$ cat src/rtl/dmem_arbiter_if.sv
// Bus bundle between the data-memory arbiter, its two requesters (core
// load/store path and host preload/readback port) and the DatMem macro.
interface dmem_arbiter_if #(
    parameter int DW = 8,
    parameter int AW = 8
);
    // core side
    logic          run;
    logic          core_req;
    logic          core_we;
    logic [AW-1:0] core_addr;
    logic [DW-1:0] core_wdat;
    logic [DW-1:0] core_rdat;
    logic          core_stall;
    // host side
    logic          host_req;
    logic          host_we;
    logic [AW-1:0] host_addr;
    logic [DW-1:0] host_wdat;
    logic          host_gnt;
    logic          host_rvalid;
    logic [DW-1:0] host_rdat;
    // memory side
    logic [AW-1:0] mem_addr;
    logic [DW-1:0] mem_wdat;
    logic          mem_wr_en;
    logic          mem_rd_en;
    logic [DW-1:0] mem_rdat;

    // arbiter view
    modport slave (
        input  run, core_req, core_we, core_addr, core_wdat,
        input  host_req, host_we, host_addr, host_wdat,
        input  mem_rdat,
        output core_rdat, core_stall,
        output host_gnt, host_rvalid, host_rdat,
        output mem_addr, mem_wdat, mem_wr_en, mem_rd_en
    );

    // environment view (core, host and DatMem together)
    modport master (
        output run, core_req, core_we, core_addr, core_wdat,
        output host_req, host_we, host_addr, host_wdat,
        output mem_rdat,
        input  core_rdat, core_stall,
        input  host_gnt, host_rvalid, host_rdat,
        input  mem_addr, mem_wdat, mem_wr_en, mem_rd_en
    );
endinterface

$ cat src/rtl/dmem_arbiter.sv
// Single-port DatMem arbiter: one access per cycle, core vs host with a
// bounded host wait, read-data phases for loads and host reads.
module dmem_arbiter #(
    parameter int DW            = 8,
    parameter int AW            = 8,
    parameter int HOST_MAX_WAIT = 4
) (
    input  logic           Clk,
    input  logic           Reset,
    dmem_arbiter_if.slave  bus
);

    localparam logic [3:0] LP_MAXW = 4'(HOST_MAX_WAIT);

    typedef enum logic [1:0] {
        S_IDLE = 2'd0,
        S_CRD  = 2'd1,
        S_HRD  = 2'd2
    } state_t;

    state_t        r_state;
    state_t        w_next;
    logic [3:0]    r_wait_cnt;
    logic [DW-1:0] r_core_rdat;
    logic [DW-1:0] r_host_rdat;

    logic w_idle;
    logic w_host_win;
    logic w_core_win;

    // Host wins when the core is halted, absent, or the host has waited long enough.
    assign w_idle     = (r_state == S_IDLE);
    assign w_host_win = w_idle && bus.host_req &&
                        (!bus.run || !bus.core_req || (r_wait_cnt >= LP_MAXW));
    assign w_core_win = w_idle && bus.core_req && bus.run && !w_host_win;

    // State register.
    always_ff @(posedge Clk or posedge Reset) begin
        if (Reset) r_state <= S_IDLE;
        else       r_state <= w_next;
    end

    // Next state: reads go through a one-cycle data phase, writes stay in IDLE.
    always_comb begin
        w_next = r_state;
        case (r_state)
            S_IDLE: begin
                if (w_host_win && !bus.host_we)      w_next = S_HRD;
                else if (w_core_win && !bus.core_we) w_next = S_CRD;
                else                                 w_next = S_IDLE;
            end
            S_CRD:   w_next = S_IDLE;
            S_HRD:   w_next = S_IDLE;
            default: w_next = S_IDLE;
        endcase
    end

    // Host wait counter: counts ungranted IDLE request cycles, saturates, holds in data phases.
    always_ff @(posedge Clk or posedge Reset) begin
        if (Reset) begin
            r_wait_cnt <= 4'd0;
        end else if (w_idle) begin
            if (bus.host_req && !w_host_win) begin
                if (r_wait_cnt < LP_MAXW) r_wait_cnt <= r_wait_cnt + 4'd1;
            end else begin
                r_wait_cnt <= 4'd0;
            end
        end
    end

    // Capture read data at the end of each data phase so it stays visible afterwards.
    always_ff @(posedge Clk or posedge Reset) begin
        if (Reset) begin
            r_core_rdat <= '0;
            r_host_rdat <= '0;
        end else begin
            if (r_state == S_CRD) r_core_rdat <= bus.mem_rdat;
            if (r_state == S_HRD) r_host_rdat <= bus.mem_rdat;
        end
    end

    // Outputs: memory mux from the winner, stall/grant/rvalid; everything held at 0 in reset.
    // Read data passes straight through during its data phase so the consumer sees it
    // in the completion cycle.
    always_comb begin
        bus.mem_addr    = '0;
        bus.mem_wdat    = '0;
        bus.mem_wr_en   = 1'b0;
        bus.mem_rd_en   = 1'b0;
        bus.core_stall  = 1'b0;
        bus.core_rdat   = '0;
        bus.host_gnt    = 1'b0;
        bus.host_rvalid = 1'b0;
        bus.host_rdat   = '0;
        if (!Reset) begin
            bus.core_rdat = r_core_rdat;
            bus.host_rdat = r_host_rdat;
            case (r_state)
                S_IDLE: begin
                    bus.host_gnt   = w_host_win;
                    bus.core_stall = bus.core_req && !(w_core_win && bus.core_we);
                    if (w_host_win) begin
                        bus.mem_addr  = bus.host_addr;
                        bus.mem_wr_en = bus.host_we;
                        bus.mem_rd_en = !bus.host_we;
                        if (bus.host_we) bus.mem_wdat = bus.host_wdat;
                    end else if (w_core_win) begin
                        bus.mem_addr  = bus.core_addr;
                        bus.mem_wr_en = bus.core_we;
                        bus.mem_rd_en = !bus.core_we;
                        if (bus.core_we) bus.mem_wdat = bus.core_wdat;
                    end
                end
                S_CRD: begin
                    bus.core_rdat = bus.mem_rdat;
                end
                S_HRD: begin
                    bus.core_stall  = bus.core_req;
                    bus.host_rvalid = 1'b1;
                    bus.host_rdat   = bus.mem_rdat;
                end
                default: ;
            endcase
        end
    end

endmodule

$ cat src/flat_wrapper.sv
// flat-port wrapper written by rule: the top's interface ports become plain ports
module dmem_arbiter_flat 
#(
    parameter int DW            = 8,
    parameter int AW            = 8,
    parameter int HOST_MAX_WAIT = 4
)
  (Clk, Reset, bus_run, bus_core_req, bus_core_we, bus_core_addr, bus_core_wdat, bus_host_req, bus_host_we, bus_host_addr, bus_host_wdat, bus_mem_rdat, bus_core_rdat, bus_core_stall, bus_host_gnt, bus_host_rvalid, bus_host_rdat, bus_mem_addr, bus_mem_wdat, bus_mem_wr_en, bus_mem_rd_en);
  dmem_arbiter_if #(.DW(DW), .AW(AW)) bus_i ();
  input  logic Clk;
  input  logic Reset;
  input wire logic [$bits(bus_i.run)-1:0] bus_run;
  input wire logic [$bits(bus_i.core_req)-1:0] bus_core_req;
  input wire logic [$bits(bus_i.core_we)-1:0] bus_core_we;
  input wire logic [$bits(bus_i.core_addr)-1:0] bus_core_addr;
  input wire logic [$bits(bus_i.core_wdat)-1:0] bus_core_wdat;
  input wire logic [$bits(bus_i.host_req)-1:0] bus_host_req;
  input wire logic [$bits(bus_i.host_we)-1:0] bus_host_we;
  input wire logic [$bits(bus_i.host_addr)-1:0] bus_host_addr;
  input wire logic [$bits(bus_i.host_wdat)-1:0] bus_host_wdat;
  input wire logic [$bits(bus_i.mem_rdat)-1:0] bus_mem_rdat;
  output wire logic [$bits(bus_i.core_rdat)-1:0] bus_core_rdat;
  output wire logic [$bits(bus_i.core_stall)-1:0] bus_core_stall;
  output wire logic [$bits(bus_i.host_gnt)-1:0] bus_host_gnt;
  output wire logic [$bits(bus_i.host_rvalid)-1:0] bus_host_rvalid;
  output wire logic [$bits(bus_i.host_rdat)-1:0] bus_host_rdat;
  output wire logic [$bits(bus_i.mem_addr)-1:0] bus_mem_addr;
  output wire logic [$bits(bus_i.mem_wdat)-1:0] bus_mem_wdat;
  output wire logic [$bits(bus_i.mem_wr_en)-1:0] bus_mem_wr_en;
  output wire logic [$bits(bus_i.mem_rd_en)-1:0] bus_mem_rd_en;
  assign bus_i.run = bus_run;
  assign bus_i.core_req = bus_core_req;
  assign bus_i.core_we = bus_core_we;
  assign bus_i.core_addr = bus_core_addr;
  assign bus_i.core_wdat = bus_core_wdat;
  assign bus_i.host_req = bus_host_req;
  assign bus_i.host_we = bus_host_we;
  assign bus_i.host_addr = bus_host_addr;
  assign bus_i.host_wdat = bus_host_wdat;
  assign bus_i.mem_rdat = bus_mem_rdat;
  assign bus_core_rdat = bus_i.core_rdat;
  assign bus_core_stall = bus_i.core_stall;
  assign bus_host_gnt = bus_i.host_gnt;
  assign bus_host_rvalid = bus_i.host_rvalid;
  assign bus_host_rdat = bus_i.host_rdat;
  assign bus_mem_addr = bus_i.mem_addr;
  assign bus_mem_wdat = bus_i.mem_wdat;
  assign bus_mem_wr_en = bus_i.mem_wr_en;
  assign bus_mem_rd_en = bus_i.mem_rd_en;
  dmem_arbiter #(.DW(DW), .AW(AW), .HOST_MAX_WAIT(HOST_MAX_WAIT)) u_core (.Clk(Clk), .Reset(Reset), .bus(bus_i));
endmodule
$ cat config.mk
export PLATFORM = sky130hd
export DESIGN_NAME = dmem_arbiter_flat
export DESIGN_NICKNAME = d
export VERILOG_FILES = /design/src/rtl/dmem_arbiter_if.sv /design/src/rtl/dmem_arbiter.sv /design/src/flat_wrapper.sv
export SDC_FILE = /design/constraint.sdc
export NUM_CORES = 1
export LEC_CHECK = 0
export CORE_ASPECT_RATIO = 1.4
export CORE_UTILIZATION = 35
export CTS_CLUSTER_SIZE = 30
export DETAILED_ROUTE_END_ITERATION = 8
export PLACE_DENSITY = 0.9
export SLEW_MARGIN = 20
export SYNTH_ARGS = -nofsm -noshare
export SYNTH_HDL_FRONTEND = slang
export SYNTH_SLANG_ARGS = --single-unit
$ cat constraint.sdc
create_clock -name Clk -period 2.07 [get_ports Clk]
set_clock_uncertainty 0.05 [all_clocks]
set_input_delay 0.3105 -clock Clk [delete_from_list [all_inputs] [get_ports Clk]]
set_output_delay 0.3105 -clock Clk [all_outputs]
set_load 0.01 [all_outputs]
==> impl_metrics.prom, run 1 <==
# TYPE chip_impl_metric gauge
chip_impl_info{name="status",value="finished with violations"} 1
chip_impl_info{name="failed_checks",value="negative setup slack"} 1
chip_impl_metric{name="via_count",unit=""} 1344
chip_impl_metric{name="number_of_global_route_vias_before_repair",unit=""} 1386
chip_impl_metric{name="fin_crit_sh",unit=""} 1.06
chip_impl_metric{name="net_sw_frac",unit=""} 0.271
chip_impl_metric{name="final_area",unit="um^2"} 2330
chip_impl_info{name="clock_tree.root_cell",value="clkbuf_8"} 1
chip_impl_metric{name="placement_rows",unit=""} 25
chip_impl_metric{name="clk_pin_slew",unit="ns"} 0.07
chip_impl_metric{name="powerDensity",unit="nW/um^2"} 546
chip_impl_info{name="route.top_layer_used",value="met4"} 1
chip_impl_metric{name="die_w",unit="um"} 52.5
chip_impl_metric{name="top_area_cell_type_share_of_the_netlist_area",unit=""} 0.440
chip_impl_info{name="crit_path_end",value="bus_mem_addr[3]"} 1
chip_impl_metric{name="layout_cells_sized_above_1",unit=""} 0.449
chip_impl_info{name="kind_of_critical_path",value="flop to output port"} 1
chip_impl_metric{name="reg2regPathDepth",unit=""} 4
chip_impl_metric{name="internal_dissipation",unit="mW"} 0.927
chip_impl_metric{name="dr_wl_met3",unit="um"} 429
chip_impl_metric{name="p_comb_frac",unit=""} 0.379
chip_impl_metric{name="clock_power_share",unit=""} 0.199
chip_impl_info{name="nature_of_the_critical_path_startpoint",value="flop"} 1
chip_impl_metric{name="insertedDiodeCount",unit=""} 0
chip_impl_metric{name="syn_avg_cell_area",unit="um^2"} 11.7
chip_impl_metric{name="hold_viol",unit=""} 0
chip_impl_metric{name="multi_input_logic_area",unit="um^2"} 686
chip_impl_metric{name="grt_max_degree",unit=""} 21
chip_impl_metric{name="synth.ff_latch_count",unit=""} 22
chip_impl_metric{name="finish.net_count",unit=""} 275
chip_impl_metric{name="worst_ep_required_time",unit="ns"} 1.71
chip_impl_metric{name="crit_fanout",unit=""} 5
chip_impl_info{name="cts_tree",value="built"} 1
chip_impl_metric{name="ant_nets",unit=""} 0
chip_impl_metric{name="detail_route.wirelength",unit="mm"} 4.27
chip_impl_metric{name="post_synth_and_or_nand_nor_area_fraction",unit=""} 0.200
chip_impl_metric{name="crit_path_max_incr_delay",unit="ns"} 0.43
chip_impl_metric{name="final.hold.worst_slack",unit="ns"} 0.313
chip_impl_metric{name="finalSetupViolations",unit=""} 24
chip_impl_metric{name="postSynthNetCount",unit=""} 155
chip_impl_metric{name="die_h",unit="um"} 72.7
chip_impl_metric{name="net-switching-power",unit="mW"} 0.344
chip_impl_metric{name="ctsHoldBuffers",unit=""} 0
chip_impl_metric{name="drcViolationCount",unit=""} 0
chip_impl_metric{name="placed_cell_area",unit="um^2"} 2310
chip_impl_metric{name="synth.yosys.seq_area_share",unit=""} 0.440
chip_impl_metric{name="tns",unit="ns"} -1.50
chip_impl_info{name="regToRegStartpoint",value="u_core.r_state[1]"} 1
chip_impl_metric{name="synthCells",unit=""} 107
chip_impl_info{name="critPathMostFrequentCell",value="or3_4"} 1
chip_impl_metric{name="synth-xor-area-share",unit=""} 0
chip_impl_metric{name="ys_types",unit=""} 30
chip_impl_metric{name="gp_congestion",unit=""} 0.794
chip_impl_metric{name="wl_met2",unit="mm"} 2.34
chip_impl_info{name="post-synth-top-area-cell",value="dfrtp_1"} 1
chip_impl_metric{name="design.die.area",unit="um^2"} 3820
chip_impl_metric{name="yosysWarningCount",unit=""} 0
chip_impl_metric{name="initialDrtViolationCount",unit=""} 13
chip_impl_metric{name="timing_worst_slew_pin_value",unit="ns"} 0.360
chip_impl_metric{name="power",unit="mW"} 1.27
chip_impl_metric{name="cell_area_after_synthesis",unit="um^2"} 1250
chip_impl_metric{name="area.growth.synth_to_final",unit="%"} 86.2
chip_impl_metric{name="start_util",unit=""} 0.367
chip_impl_info{name="critical_path.startpoint",value="u_core.r_state[1]"} 1
chip_impl_metric{name="via_per_inst",unit=""} 5.07
chip_impl_metric{name="drv_slew",unit=""} 0
chip_impl_metric{name="postLayoutCoreUtil",unit=""} 0.683
chip_impl_metric{name="avgRoutedWirePerCell",unit="um"} 16.1
chip_impl_metric{name="synth_adder_area_share",unit=""} 0.0100
chip_impl_info{name="synth_top_cells_by_area",value="dfrtp_1 (44%), mux2_2 (14%), and2_1 (8.5%)"} 1
chip_impl_info{name="synth_top_family_by_area",value="simple AND/OR/NAND/NOR gates"} 1
chip_impl_metric{name="seqCellArea",unit="um^2"} 551
chip_impl_info{name="rsz0062_at_grt",value="yes"} 1
chip_impl_metric{name="clkLatencyLatePin",unit="ns"} 0.25
chip_impl_info{name="reg2reg_to",value="u_core.r_wait_cnt[0]"} 1
chip_impl_metric{name="numPortBuffers",unit=""} 83
chip_impl_metric{name="seq_power_share",unit=""} 0.422
chip_impl_metric{name="core-area",unit="um^2"} 3410
chip_impl_metric{name="reg2reg_slack",unit="ns"} 0.47
chip_impl_metric{name="initial_antenna_violation_count",unit=""} 0
chip_impl_metric{name="finalCriticalPeriod",unit="ns"} 2.20
chip_impl_metric{name="post-route-worst-setup-slack",unit="ns"} -0.134
chip_impl_metric{name="global_route.overflow_total",unit=""} 0
chip_impl_info{name="timing.hold.worst.class",value="input pin to asynchronous set/reset pin"} 1
chip_impl_metric{name="p_leak",unit="nW"} 1.16
chip_impl_metric{name="nFillCells",unit=""} 261
chip_impl_metric{name="ctsHtreeMaxLevel",unit=""} 1
chip_impl_info{name="crit_chain",value="or3_4 > or3_4 > clkinv_4 > a22o_1 > buf_2"} 1
chip_impl_info{name="endpoint_kind",value="output port"} 1
chip_impl_metric{name="synth_compound_area_frac",unit=""} 0.158
chip_impl_metric{name="drv.max_cap_violation_count",unit=""} 0
chip_impl_metric{name="groute.usage.overall",unit=""} 0.230
chip_impl_metric{name="clockBufferDepth",unit=""} 2
chip_impl_metric{name="detail_route.first_pass.iterations",unit=""} 4
chip_impl_metric{name="met1Wirelength",unit="mm"} 1.40
chip_impl_metric{name="global_route_wire_length_before_repair",unit="mm"} 6.44
chip_impl_metric{name="dp_hpwl",unit="mm"} 3.24
chip_impl_metric{name="io_pins",unit=""} 84
chip_impl_metric{name="mux_share_of_post_synthesis_cell_area",unit=""} 0.153
chip_impl_metric{name="fmax",unit="GHz"} 0.454
chip_impl_metric{name="cts_sinks",unit=""} 22
chip_impl_metric{name="worst_ir_drop_vdd",unit="mV"} 0.615
chip_impl_metric{name="critPathArrivalTime",unit="ns"} 1.84
chip_impl_metric{name="slew_headroom",unit=""} 0.759
chip_impl_metric{name="tritoncts.num_buffers",unit=""} 3
chip_impl_info{name="crit_slowest_cell",value="or3_4"} 1
-- timing repair --
action                                  CTS  global route
pin swaps                                11             2
endpoints found under the setup margin   37            33
gates resized for setup                 160             8
gates cloned                              1             0
endpoints found under the hold margin     0             0
setup buffers                             8             4
-- layout make-up --
| cell class | count | area share |
|---|---|---|
| timing repair buffer | 119 | 0.417 |
| sequential | 22 | 0.236 |
| inverter | 5 | 0.0102 |
| multi-input combinational | 75 | 0.294 |
| clock buffer | 3 | 0.0177 |
| tap | 40 | 0.0215 |
| timing repair inverter | 1 | 0.00269 |
-- layout by cell type, fill, tap and decap left out, types with 4 or more instances in the layout --
cell type / netlist / layout
buf_4: 0 / 26
inv_1: 4 / 4
buf_6: 1 / 10
a22o_1: 11 / 11
a32o_1: 7 / 7
mux2_4: 0 / 4
mux2_2: 16 / 12
dfrtp_1: 22 / 22
buf_2: 1 / 33
clkdlybuf4s50_1: 0 / 43
and2_1: 17 / 17
dlygate4sd2_1: 0 / 5
-- critical path, delay by kind of cell (launching register included) --
| family | cells | cell delay [ns] |
|---|---|---|
| AOI/OAI and AO/OA | 1 | 0.15 |
| buffers and inverters | 2 | 0.22 |
| and+or+nand+nor | 2 | 0.82 |
| DFF | 1 | 0.41 |
-- worst min path at each step --
stage	startpoint	end
after floorplan	bus_host_we	u_core.r_state[1]
after global placement	u_core.r_host_rdat[3]	u_core.r_host_rdat[3]
after detailed placement	u_core.r_host_rdat[5]	u_core.r_host_rdat[5]
after CTS	Reset	u_core.r_host_rdat[3]
after global routing	Reset	u_core.r_host_rdat[3]
final	Reset	u_core.r_host_rdat[3]
-- flip-flops by register name (all words and copies together) (netlist names) --
signal and cells:
u_core.r_state 2, u_core.r_host_rdat 8, u_core.r_core_rdat 8, u_core.r_wait_cnt 4
-- through the flow --
step / setup slack [ns] / instances
global placement: -0.600 / 251
detailed placement: -0.594 / 251
finish: -0.134 / 265
CTS: -0.136 / 263
floorplan: 0.204 / 107
global route: -0.222 / 265
-- power groups by stage --
stage | registers, mW | clock network [mW] | logic, mW
floorplan | 0.531 | 0 | 0.222
global placement | 0.533 | 0 | 0.498
detailed placement | 0.543 | 0 | 0.515
CTS | 0.535 | 0.260 | 0.477
global route | 0.541 | 0.280 | 0.519
finish | 0.536 | 0.253 | 0.482
-- synth_stat cells --
cell / count
dfrtp_1: 22
and2_1: 17
mux2_2: 16
a22o_1: 11
a32o_1: 7
inv_1: 4
clkbuf_1: 3
nand2_1: 3
nor2_1: 2
or3_4: 2
a21o_1: 1
and4bb_2: 1
buf_2: 1
buf_6: 1
ha_1: 1
inv_4: 1
mux2_1: 1
nand2b_1: 1
nand3_1: 1
nor2b_1: 1
nor3_1: 1
nor3b_1: 1
nor3b_4: 1
nor4_1: 1
nor4_4: 1
o21ai_0: 1
o311a_1: 1
o32ai_1: 1
or2_2: 1
or2b_1: 1
-- per-layer routing --
| layer | global-route usage | vias to the layer above |
|---|---|---|
| li1 | - | 632 |
| met1 | 0.220 | 629 |
| met2 | 0.451 | 75 |
| met3 | 0.0458 | 8 |
| met4 | 0.0906 | 0 |
| met5 | 0 | - |
-- cells by family after synthesis --
logic type | after synthesis
multiplexers | 17
adder cells (fa/ha/maj) | 1
flip-flops | 22
AND/OR/NAND/NOR | 35
AO/OA/AOI/OAI | 22
buffers and inverters | 10
Note: power is estimated with default switching activity, not from simulation.
==> run 2, diff against run 1 <==
- CORE_MARGIN: default -> 2
- CTS_CLUSTER_DIAMETER: default -> 40
==> impl_metrics.prom, run 2 (synthesis gave the netlist of run 1 again) <==
# TYPE chip_impl_metric gauge
chip_impl_info{name="status",value="finished with violations"} 1
chip_impl_info{name="failed_checks",value="negative setup slack"} 1
chip_impl_metric{name="pre_cts_slack",unit="ns"} -0.632
chip_impl_info{name="crit_chain",value="or3_4 > or3_4 > clkinv_4 > a22o_1 > buf_2"} 1
chip_impl_info{name="crit_slowest_cell",value="or3_4"} 1
chip_impl_metric{name="placed_cell_area",unit="um^2"} 2300
chip_impl_metric{name="global_route.overflow_total",unit=""} 0
chip_impl_metric{name="tritoncts.num_buffers",unit=""} 3
chip_impl_metric{name="critPathArrivalTime",unit="ns"} 1.80
chip_impl_info{name="timing.critical_path.max_delay_family",value="simple AND/OR/NAND/NOR gates"} 1
chip_impl_metric{name="finalSetupViolations",unit=""} 20
chip_impl_metric{name="finish.net_count",unit=""} 275
chip_impl_metric{name="drv.max_cap_violation_count",unit=""} 0
chip_impl_info{name="rsz0062_at_grt",value="yes"} 1
chip_impl_metric{name="insertedDiodeCount",unit=""} 0
chip_impl_metric{name="ctsHoldBuffers",unit=""} 0
chip_impl_info{name="critPathMostFrequentCell",value="or3_4"} 1
chip_impl_metric{name="drv_slew",unit=""} 0
chip_impl_metric{name="groute.usage.overall",unit=""} 0.209
chip_impl_metric{name="die_h",unit="um"} 74.7
chip_impl_metric{name="tns",unit="ns"} -1.17
chip_impl_metric{name="critical_path_cell_count",unit=""} 5
chip_impl_metric{name="clk_pin_slew",unit="ns"} 0.07
chip_impl_info{name="nature_of_the_critical_path_startpoint",value="flop"} 1
chip_impl_metric{name="cts_sinks",unit=""} 22
chip_impl_metric{name="via_count",unit=""} 1357
chip_impl_metric{name="p_leak",unit="nW"} 1.18
chip_impl_metric{name="reg2regPathDepth",unit=""} 5
chip_impl_metric{name="hold_viol",unit=""} 0
chip_impl_metric{name="fmax",unit="GHz"} 0.462
chip_impl_metric{name="via_per_inst",unit=""} 5.12
chip_impl_info{name="timing.hold.worst.class",value="input pin to asynchronous set/reset pin"} 1
chip_impl_metric{name="worst_ep_required_time",unit="ns"} 1.71
chip_impl_metric{name="grt_max_degree",unit=""} 12
chip_impl_metric{name="global_route_wire_length_before_repair",unit="mm"} 6.20
chip_impl_metric{name="drcViolationCount",unit=""} 0
chip_impl_metric{name="initialDrtViolationCount",unit=""} 1
chip_impl_metric{name="final_area",unit="um^2"} 2370
chip_impl_metric{name="number_of_global_route_vias_before_repair",unit=""} 1369
chip_impl_info{name="cts_tree",value="built"} 1
chip_impl_metric{name="core-area",unit="um^2"} 3410
chip_impl_info{name="clock_tree.root_cell",value="clkbuf_8"} 1
chip_impl_metric{name="critical_path_buf_inv_count",unit=""} 2
chip_impl_metric{name="worst_ir_drop_vdd",unit="mV"} 0.596
chip_impl_metric{name="initial_antenna_violation_count",unit=""} 0
chip_impl_info{name="mostFrequentLayoutCell",value="clkdlybuf4s50_1"} 1
chip_impl_metric{name="detail_route.wirelength",unit="mm"} 4.24
chip_impl_metric{name="ctsHtreeMaxLevel",unit=""} 1
chip_impl_metric{name="clockBufferDepth",unit=""} 2
chip_impl_metric{name="avgRoutedWirePerCell",unit="um"} 16.0
chip_impl_info{name="largest_registers",value="u_core.r_core_rdat x8, u_core.r_host_rdat x8, u_core.r_wait_cnt x4"} 1
chip_impl_metric{name="die_w",unit="um"} 54.5
chip_impl_metric{name="nFillCells",unit=""} 248
chip_impl_metric{name="design.die.area",unit="um^2"} 4080
chip_impl_metric{name="dp_hpwl",unit="mm"} 3.26
chip_impl_metric{name="timing_worst_slew_pin_value",unit="ns"} 0.327
chip_impl_metric{name="clkLatencyLatePin",unit="ns"} 0.25
chip_impl_metric{name="io_pins",unit=""} 84
chip_impl_metric{name="finalCriticalPeriod",unit="ns"} 2.16
chip_impl_metric{name="crit_fanout",unit=""} 5
chip_impl_metric{name="layout_cells_sized_above_1",unit=""} 0.476
chip_impl_metric{name="start_util",unit=""} 0.367
chip_impl_metric{name="area.growth.synth_to_final",unit="%"} 89.7
chip_impl_metric{name="placement_rows",unit=""} 25
chip_impl_metric{name="numPortBuffers",unit=""} 83
chip_impl_info{name="kind_of_critical_path",value="flop to output port"} 1
chip_impl_metric{name="detail_route.first_pass.iterations",unit=""} 4
chip_impl_info{name="endpoint_kind",value="output port"} 1
chip_impl_info{name="mostFrequentLayoutCells",value="clkdlybuf4s50_1 (43), buf_4 (29), buf_2 (28)"} 1
chip_impl_metric{name="post-route-worst-setup-slack",unit="ns"} -0.0932
chip_impl_metric{name="slew_headroom",unit=""} 0.780
chip_impl_metric{name="fin_crit_sh",unit=""} 1.05
chip_impl_metric{name="powerDensity",unit="nW/um^2"} 545
chip_impl_metric{name="ant_nets",unit=""} 0
chip_impl_metric{name="crit_path_max_incr_delay",unit="ns"} 0.44
chip_impl_metric{name="gp_congestion",unit=""} 0.754
[run 2: cell types whose count changed in the layout (fill, tap and decap cells not counted), moves of 2 or more]
cell    previous run  this run
buf_2             33        28
and2_1            17        13
and2_4             0         4
buf_4             26        29
buf_6             10        13
mux2_2            12        10
mux2_4             4         6
[run 2: final timing paths]
path | end | slack (ns) | startpoint
worst max-delay path | bus_mem_addr[3] | -0.09 | u_core.r_state[0]
worst min-delay path | u_core.r_wait_cnt[1] | 0.34 | Reset
worst max register to register | u_core.r_wait_cnt[0] | 0.50 | u_core.r_wait_cnt[3]
worst min register to register | u_core.r_core_rdat[0] | 0.45 | u_core.r_core_rdat[0]
max in group asynchronous | u_core.r_core_rdat[4] | 1.35 | Reset
min in group Clk | u_core.r_core_rdat[0] | 0.45 | u_core.r_core_rdat[0]
[run 2: what timing repair did]
item                                    4_1_cts  5_1_grt
endpoints found under the setup margin       37       28
setup buffers                                 6        4
gates cloned                                  1        0
pin swaps                                     7        7
gates resized for setup                     156       22
[run 2: cell type report]
class | count | area (um^2) | area share
Clock buffer | 3 | 41.3 | 0.0174
Inverter | 5 | 23.8 | 0.0100
Multi-Input combinational cell | 75 | 713 | 0.300
Sequential cell | 22 | 551 | 0.232
Tap cell | 40 | 50.0 | 0.0211
Timing Repair Buffer | 119 | 988 | 0.416
Timing Repair inverter | 1 | 6.26 | 0.00264
[run 2: where the power goes]
part	total (mW)	internal [mW]	leakage (nW)	switching, mW
clock	0.246	0.129	0.0216	0.116
sequential	0.533	0.510	0.270	0.0231
combinational	0.516	0.316	0.884	0.200
[run 2: worst min-delay path, stage by stage]
cell           delay [ns]
dlygate4sd2_1        0.25
buf_4                0.14
inv_1                0.10
buf_4                0.16
[run 2: stage by stage]
step | cells | hold slack [ns] | utilization | total power [mW]
floorplan | 107 | 0.333 | - | 0.754
global placement | 251 | 0.419 | 0.674 | 1.03
detailed placement | 251 | 0.430 | 0.674 | 1.05
CTS | 261 | 0.325 | 0.664 | 1.25
global route | 265 | 0.348 | 0.696 | 1.37
finish | 265 | 0.336 | 0.696 | 1.29
[run 2: metal layers]
metal  GRT usage  wire length [um]
met2       0.399              2220
met3      0.0556               548
met4      0.0944                91
met1       0.198              1370
met5           0                 0
